$ cat config.mk
export PLATFORM = sky130hd
export DESIGN_NAME = can_rx_frame_assembler
export DESIGN_NICKNAME = d
export VERILOG_FILES = /design/src/rtl/can_pkg.sv /design/src/rtl/can_frame_fifo.sv /design/src/rtl/can_rx_frame_assembler.sv
export SDC_FILE = /design/constraint.sdc
export NUM_CORES = 1
export LEC_CHECK = 0
export BUFFER_PORTS_ARGS = -buffer_cell sky130_fd_sc_hd__buf_2
export CORE_MARGIN = 2
export CORE_UTILIZATION = 55
export DETAILED_ROUTE_END_ITERATION = 10
export GPL_TIMING_DRIVEN = 1
export PLACE_DENSITY = 0.75
export RECOVER_POWER = 50
export SLEW_MARGIN = 20
export SYNTH_ARGS = -nofsm -noshare
export SYNTH_HDL_FRONTEND = slang
export SYNTH_SLANG_ARGS = --single-unit
$ cat constraint.sdc
create_clock -name clk -period 12.1 [get_ports clk]
set_clock_uncertainty 0.05 [all_clocks]
set_input_delay 1.21 -clock clk [delete_from_list [all_inputs] [get_ports clk]]
set_output_delay 1.21 -clock clk [all_outputs]
set_load 0.02 [all_outputs]
$ cat src/rtl/can_pkg.sv
// Shared widths and the frame record layout used by the CAN RX frame path.
package can_pkg;

  localparam int CAN_ID_W      = 29;
  localparam int CAN_DATA_W    = 64;
  localparam int CAN_LEN_W     = 4;
  localparam int CAN_MAX_BYTES = 8;
  localparam int CAN_FRAME_W   = CAN_ID_W + 1 + CAN_LEN_W + CAN_DATA_W;

  typedef struct packed {
    logic [CAN_ID_W-1:0]   id;
    logic                  ide;
    logic [CAN_LEN_W-1:0]  len;
    logic [CAN_DATA_W-1:0] data;
  } can_frame_t;

endpackage

$ cat src/rtl/can_frame_fifo.sv
// Synchronous first-word-fall-through FIFO with a registered head.
// The storage array has no reset and is read synchronously, so it can map to block RAM.
module can_frame_fifo #(
  parameter int WIDTH = 98,
  parameter int ASIZE = 3
) (
  input  logic             clk,
  input  logic             rstn,
  input  logic             wr_en,
  input  logic [WIDTH-1:0] wr_data,
  output logic             full,
  output logic             rd_valid,
  input  logic             rd_ready,
  output logic [WIDTH-1:0] rd_data
);

  localparam int DEPTH = 1 << ASIZE;

  logic [WIDTH-1:0] mem [DEPTH];
  logic [ASIZE:0]   wr_ptr, rd_ptr, wr_ptr_nxt, rd_ptr_nxt;
  logic             empty, push, pop, bypass;

  assign empty      = (wr_ptr == rd_ptr);
  assign full       = (wr_ptr[ASIZE] != rd_ptr[ASIZE]) &&
                      (wr_ptr[ASIZE-1:0] == rd_ptr[ASIZE-1:0]);
  assign push       = wr_en & ~full;
  assign pop        = rd_ready & ~empty;
  assign wr_ptr_nxt = wr_ptr + {{ASIZE{1'b0}}, push};
  assign rd_ptr_nxt = rd_ptr + {{ASIZE{1'b0}}, pop};

  // The entry becoming head is the one being written this very cycle.
  assign bypass = push && (rd_ptr_nxt == wr_ptr);

  always_ff @(posedge clk) begin
    if (push) mem[wr_ptr[ASIZE-1:0]] <= wr_data;
  end

  always_ff @(posedge clk or negedge rstn) begin
    if (!rstn) begin
      wr_ptr   <= '0;
      rd_ptr   <= '0;
      rd_valid <= 1'b0;
      rd_data  <= '0;
    end else begin
      wr_ptr   <= wr_ptr_nxt;
      rd_ptr   <= rd_ptr_nxt;
      rd_valid <= (wr_ptr_nxt != rd_ptr_nxt);
      if (pop || empty)
        rd_data <= bypass ? wr_data : mem[rd_ptr_nxt[ASIZE-1:0]];
    end
  end

endmodule

$ cat src/rtl/can_rx_frame_assembler.sv
// Reassembles the byte-per-cycle CAN RX stream into frame records and queues them
// for the user; frames that are too long or find the queue full are dropped and counted.
module can_rx_frame_assembler
  import can_pkg::*;
#(
  parameter int FIFO_ASIZE = 3,
  parameter int DROP_CNT_W = 16
) (
  input  logic                  clk,
  input  logic                  rstn,
  input  logic                  in_valid,
  input  logic                  in_last,
  input  logic [7:0]            in_data,
  input  logic [CAN_ID_W-1:0]   in_id,
  input  logic                  in_ide,
  output logic                  out_valid,
  input  logic                  out_ready,
  output logic [CAN_ID_W-1:0]   out_id,
  output logic                  out_ide,
  output logic [CAN_LEN_W-1:0]  out_len,
  output logic [CAN_DATA_W-1:0] out_data,
  output logic                  drop_pulse,
  output logic [DROP_CNT_W-1:0] drop_cnt
);

  // Only seven earlier bytes are ever kept: the eighth reaches a record through the
  // shift path on its own beat, and anything beyond eight bytes is dropped.
  logic [CAN_DATA_W-9:0] acc_data;
  logic [CAN_LEN_W-1:0]  acc_len;
  logic                  acc_err;
  logic [CAN_ID_W-1:0]   acc_id;
  logic                  acc_ide;

  logic                  first_beat, overflow, last_beat, commit, drop, fifo_full;
  logic [CAN_DATA_W-1:0] shifted;
  logic [CAN_LEN_W-1:0]  len_nxt;
  can_frame_t            wr_rec, rd_rec;

  assign first_beat = (acc_len == '0);
  assign overflow   = (acc_len == CAN_LEN_W'(CAN_MAX_BYTES));
  assign shifted    = {acc_data, in_data};
  assign len_nxt    = overflow ? acc_len : acc_len + CAN_LEN_W'(1);
  assign last_beat  = in_valid & in_last;
  assign commit     = last_beat & ~acc_err & ~overflow & ~fifo_full;
  assign drop       = last_beat & ~commit;

  always_comb begin
    wr_rec      = '0;
    wr_rec.id   = first_beat ? in_id  : acc_id;
    wr_rec.ide  = first_beat ? in_ide : acc_ide;
    wr_rec.len  = len_nxt;
    wr_rec.data = shifted;
  end

  always_ff @(posedge clk or negedge rstn) begin
    if (!rstn) begin
      acc_data <= '0;
      acc_len  <= '0;
      acc_err  <= 1'b0;
      acc_id   <= '0;
      acc_ide  <= 1'b0;
    end else if (in_valid) begin
      if (in_last) begin
        acc_data <= '0;
        acc_len  <= '0;
        acc_err  <= 1'b0;
      end else begin
        acc_data <= shifted[CAN_DATA_W-9:0];
        acc_len  <= len_nxt;
        acc_err  <= acc_err | overflow;
        if (first_beat) begin
          acc_id  <= in_id;
          acc_ide <= in_ide;
        end
      end
    end
  end

  always_ff @(posedge clk or negedge rstn) begin
    if (!rstn) begin
      drop_pulse <= 1'b0;
      drop_cnt   <= '0;
    end else begin
      drop_pulse <= drop;
      if (drop && (drop_cnt != '1))
        drop_cnt <= drop_cnt + DROP_CNT_W'(1);
    end
  end

  can_frame_fifo #(
    .WIDTH (CAN_FRAME_W),
    .ASIZE (FIFO_ASIZE)
  ) u_fifo (
    .clk      (clk),
    .rstn     (rstn),
    .wr_en    (commit),
    .wr_data  (wr_rec),
    .full     (fifo_full),
    .rd_valid (out_valid),
    .rd_ready (out_ready),
    .rd_data  (rd_rec)
  );

  assign out_id   = rd_rec.id;
  assign out_ide  = rd_rec.ide;
  assign out_len  = rd_rec.len;
  assign out_data = rd_rec.data;

endmodule
After elaboration in Yosys (flattened, before gate mapping)

Memory sizes are Yosys's and may differ from the RTL's.
Cells that the tools add are included.
Widths: inputs -> output; s select.

Flip-flop bits (word level): 215
Bits in writable memories: 784
Bits of input ports: 43
Output and inout bits: 116
Word-level logic and storage cells: 52
Memories kept: 1

Memories:

| memory     | depth | width | read ports | clocked after Yosys merged registers in | write ports | RTL line             | text |
|---|---|---|---|---|---|---|---|
| u_fifo.mem | 8     | 98    | 1          | 0                                       | 1           | can_frame_fifo.sv:19 | `logic [WIDTH-1:0] mem [DEPTH];` |

$add $sub $neg: 4
Eq/ne operators: 7
Multiplexer cells: 9
Bitwise logic cells: 14
Reductions and logical operators: 6

Operators with widths:

| operator              | number |
|---|---|
| $mux 98               | 1 |
| $mux 56               | 1 |
| $mux 29               | 1 |
| $add 16x1->16 const B | 1 |
| $ne 16x16->1 const B  | 1 |
| $add 4x1->4           | 2 |
| $eq 4x4->1            | 2 |
| $mux 4                | 2 |
| $and 1x1->1           | 7 |
| $not 1->1             | 6 |
| $add 4x1->4 const B   | 1 |
| $eq 4x4->1 const B    | 1 |
| $logic_not 4->1       | 1 |
| $mux 1                | 4 |
| $ne 4x4->1            | 1 |
| $eq 3x3->1            | 1 |
| $logic_and 1x1->1     | 3 |
| $reduce_and 2->1      | 1 |
| $logic_or 1x1->1      | 1 |
| $ne 1x1->1            | 1 |
| $or 1x1->1            | 1 |

Depth between registers and ports, before layout

Depth after elaboration: 7
Depth in mapped cells: 14
Gate-level depth less buffers: 11

Cells and area by module

Synthesis repeated with hierarchy kept, for this count alone.

Cells, all modules: 1961
Area, all modules: 38783.4 um^2

Modules (own cells, without submodules):

| module                 | instances | cells each | area an instance (um^2) | seq. area each (um^2) |
|---|---|---|---|---|
| can_frame_fifo         | 1         | 1518       | 33856.2                 | 26220.1 |
| can_rx_frame_assembler | 1         | 443        | 4927.2                  | 2702.6 |

Worst setup path before layout

No wires, ideal clock.

Path kind: in2reg
Start point: input in_valid
End point: memory u_fifo.mem[0][0], enable pin
Setup time: 796 ps
Arrival time: 10849 ps
Required time: 11254 ps
Setup slack: 405 ps
Cell stages on the path: 4
Buffers on the path: 0
Cell sequence: nand3b_1 nor2_1 nand2_4 nor4_1

Word-level cells in the longest chain between the ends: 7

RTL lines:

| what                         | RTL line                     | text |
|---|---|---|
| start, declared              | can_rx_frame_assembler.sv:11 | `input logic in_valid,` |
| $and 1x1->1                  | can_rx_frame_assembler.sv:43 | `assign last_beat = in_valid & in_last;` |
| $and 1x1->1 (3 in series)    | can_rx_frame_assembler.sv:44 | `assign commit = last_beat & ~acc_err & ~overflow & ~fifo_full;` |
| $and 1x1->1                  | can_frame_fifo.sv:26         | `assign push = wr_en & ~full;` |
| $mux 1                       | can_frame_fifo.sv:35         | `if (push) mem[wr_ptr[ASIZE-1:0]] <= wr_data;` |
| $mux 1 (implied by the code) | can_frame_fifo.sv:35         |  |
| end, declared                | can_frame_fifo.sv:19         |  |

No other way between the ends.

==> summary.md <==
| Metric | Value |
|---|---|
| H-tree levels | 3 |
| Clock transition at path regs | 0.06 ns |
| Critical Path RT | approximately 13 ns |
| Startpoint type of the worst setup path | input port |
| Drt first pass iters | 5 |
| Post-DRT Antenna Nets | 0 |
| Die height | 270 um |
| CP Max Fanout | 98 |
| WP data arrival | 7.26 ns |
| Overflow after GRT | 0 |
| Worst-skew pair later-pin latency | 0.66 ns |
| Main synth FF type | edfxtp_1 |
| DP HPWL | about 45000 um |
| Drt wl/cell | ~25 um |
| Sequential standard cell area | 28900 sq um |
| Residual DRC count | 0 |
| Worst hold margin | between 0.4 and 0.5 ns |
| Post-synth top area share | 0.607 |
| Buffer count from post-CTS setup fixing | 0 |
| Sequential-to-total area share from yosys stat | 0.745 |
| Worst setup EP type | async pin |
| Yosys cell types | 41 |
| Final setup vio count | 0 |
| R2R cell count | 10 |
| Number of global-route vias before repair | 22100 |
| Leakage | 0.0156 uW |
| Max-cap violations | 4 |
| Final WL | 88100 um |
| I/O Buffers | 158 |
| Clock sinks | 999 |
| Dpl cells | 3288 |
| IO Pins | around 160 |
| Share of flip-flops with an asynchronous set or reset | 0.215 |
| Post-synthesis cell count | 2291 |
| Post-Syn Area | 38800 sq um |
| Pwr dens | 266 nW/um^2 |
| Commonest non-fill, non-tap cell in the layout | edfxtp_1 |
| Final #Nets | around 2500 |
| CTS buffer count | 97 |
| Synth top area cells | edfxtp_1 61%, dfrtp_1 14%, mux4_2 11% |
| Die footprint | roughly 73000 sq um |
| Die width | 270 um |
| Maximum vdd drop | 0.392 mV |
| Fin crit period | around 6.6 ns |
| Status | finished with violations |
| Starting Density | 0.555 |
| Routability Congestion | 0.742 |
| Largest net degree at the start of global routing | 156 |
| Area Growth Syn to Fin | 13.1% |
| CTS tree | done |
| Fin. max-slew vios | 216 |
| Initial antenna violation count | 4 |
| First-pass GRT wire length | 135000 um |
| Fraction of layout cells with a size suffix above 1 | 0.177 |
| CTS max path bufs | 3 |
| Fmax achieved | approximately 0.15 GHz |
| Total GRT Usage | 0.245 |
| Largest area contributor in the netlist | edfxtp_1 |
| Final Core Density | 0.628 |
| PostCTS Resize Cnt | 0 |
| Number of synthesized flops with an enable pin | 784 |
| Routed via count | ~21000 |
| Yosys warnings | 0 |
| Worst-margin pin slew | 6.33 ns |
| # rows | 97 |
| CTS Hold Bufs | 0 |
| Register bit total from synthesis | about 1000 |
| Multi-input logic area | approximately 9000 sq um |
| HP Class | flop to flop |
| Failing checks | max-capacitance violations, max-slew violations |
| Slew HR | -3.22 |
| Crit Path Class | input port to async pin |
| Via-to-Cell Ratio | 6.12 |
| First DRT Iteration DRCs | ~2100 |
| Worst Hold Depth | 2 |
| Syn Nets | 2341 |
| Fillcell total | 4779 |
| Core ar. | approximately 70000 sq um |
| Clock root buffer | clkbuf_16 |
| Final hold viol count | 0 |
| Most frequent cells in the layout | 784 x edfxtp_1, 406 x nand2_1, 215 x dfrtp_1 |
| Syn Area/Cell | 16.9 sq um |
| Non-filler cells, final | between 3000 and 4000 |
| Setup total negative slack | 0 ns |
| Unrepaired setup endpoints after global routing | no |
| Tcrit/Tclk final | 0.548 |
-- final timing paths --
check                                  from                 to  slack, ns
max                                    rstn  u_fifo.rd_data[9]       5.47
min                              acc_id[26]         acc_id[26]       0.42
max reg2reg                u_fifo.wr_ptr[2]  u_fifo.rd_data[8]       7.48
min reg2reg                      acc_id[26]         acc_id[26]       0.42
max in group clk                   in_valid        drop_cnt[1]       5.69
min in group asynchronous              rstn       drop_cnt[13]       2.86
-- metal layers --
layer | up-vias | wire length, um | track usage
met2 | 960 | 44000 | 0.403
met3 | 150 | 7120 | 0.0443
met1 | 11100 | 34900 | 0.341
li1 | 9019 | - | -
met5 | - | 37 | 0
met4 | 6 | 1930 | 0.0715
-- stage by stage --
step	area [sq um]	worst slack [ns]	power [uW]
after global placement	40600	7.46	8490
after CTS	44000	7.36	11800
after floorplan	38800	0.405	7520
final	43900	5.47	11700
after global routing	43900	4.20	12200
after detailed placement	40600	7.42	8600
-- state kept, by name (all words and copies together) (netlist names) --
name	cells
drop_pulse	1
u_fifo.rd_valid	1
acc_err	1
u_fifo.rd_ptr	4
u_fifo.mem	784
acc_ide	1
u_fifo.rd_data	98
drop_cnt	16
acc_data	56
acc_id	29
u_fifo.wr_ptr	4
acc_len	4
-- cell families (layout without fill, tap and decap cells) --
group | count (synthesis) | in the layout | synth area share
AO/OA/AOI/OAI | 213 | 213 | 0.0328
XOR/XNOR | 30 | 30 | 0.00677
adder cells (fa/ha/maj) | 7 | 7 | 0.00226
buffers and inverters | 200 | 441 | 0.0206
flip-flops | 999 | 999 | 0.745
multiplexers | 229 | 229 | 0.123
other | 0 | 2 | 0
AND/OR/NAND/NOR | 613 | 613 | 0.0689
-- worst max-delay path: stages --
cell	delay, ns
clkbuf_1	4.34
buf_6	0.87
buf_4	0.76
-- cell type report --
cell class / count / share of cell area
Inverter: 64 / 0.00553
Clock buffer: 126 / 0.0609
Tap cell: 940 / 0.0268
Sequential cell: 999 / 0.659
Multi-Input combinational cell: 1092 / 0.209
Antenna cell: 2 / 0.000114
Timing Repair Buffer: 193 / 0.0215
Clock inverter: 58 / 0.0167
-- cell usage after synthesis (37+ instances only) --
library cell / number
inv_1: 62
nand2_1: 405
nor2_1: 64
edfxtp_1: 784
and3_1: 101
o21ai_0: 74
o31ai_1: 53
buf_2: 37
mux4_2: 196
clkbuf_1: 89
o22ai_1: 49
dfrtp_1: 215
-- power by group --
part / leakage (uW) / switching (uW) / internal, uW
Sequential: 0.00996 / 266 / 4240
Combinational: 0.00394 / 2240 / 1720
Clock: 0.00166 / 1280 / 1900
Power figures use the tool's default switching activity.
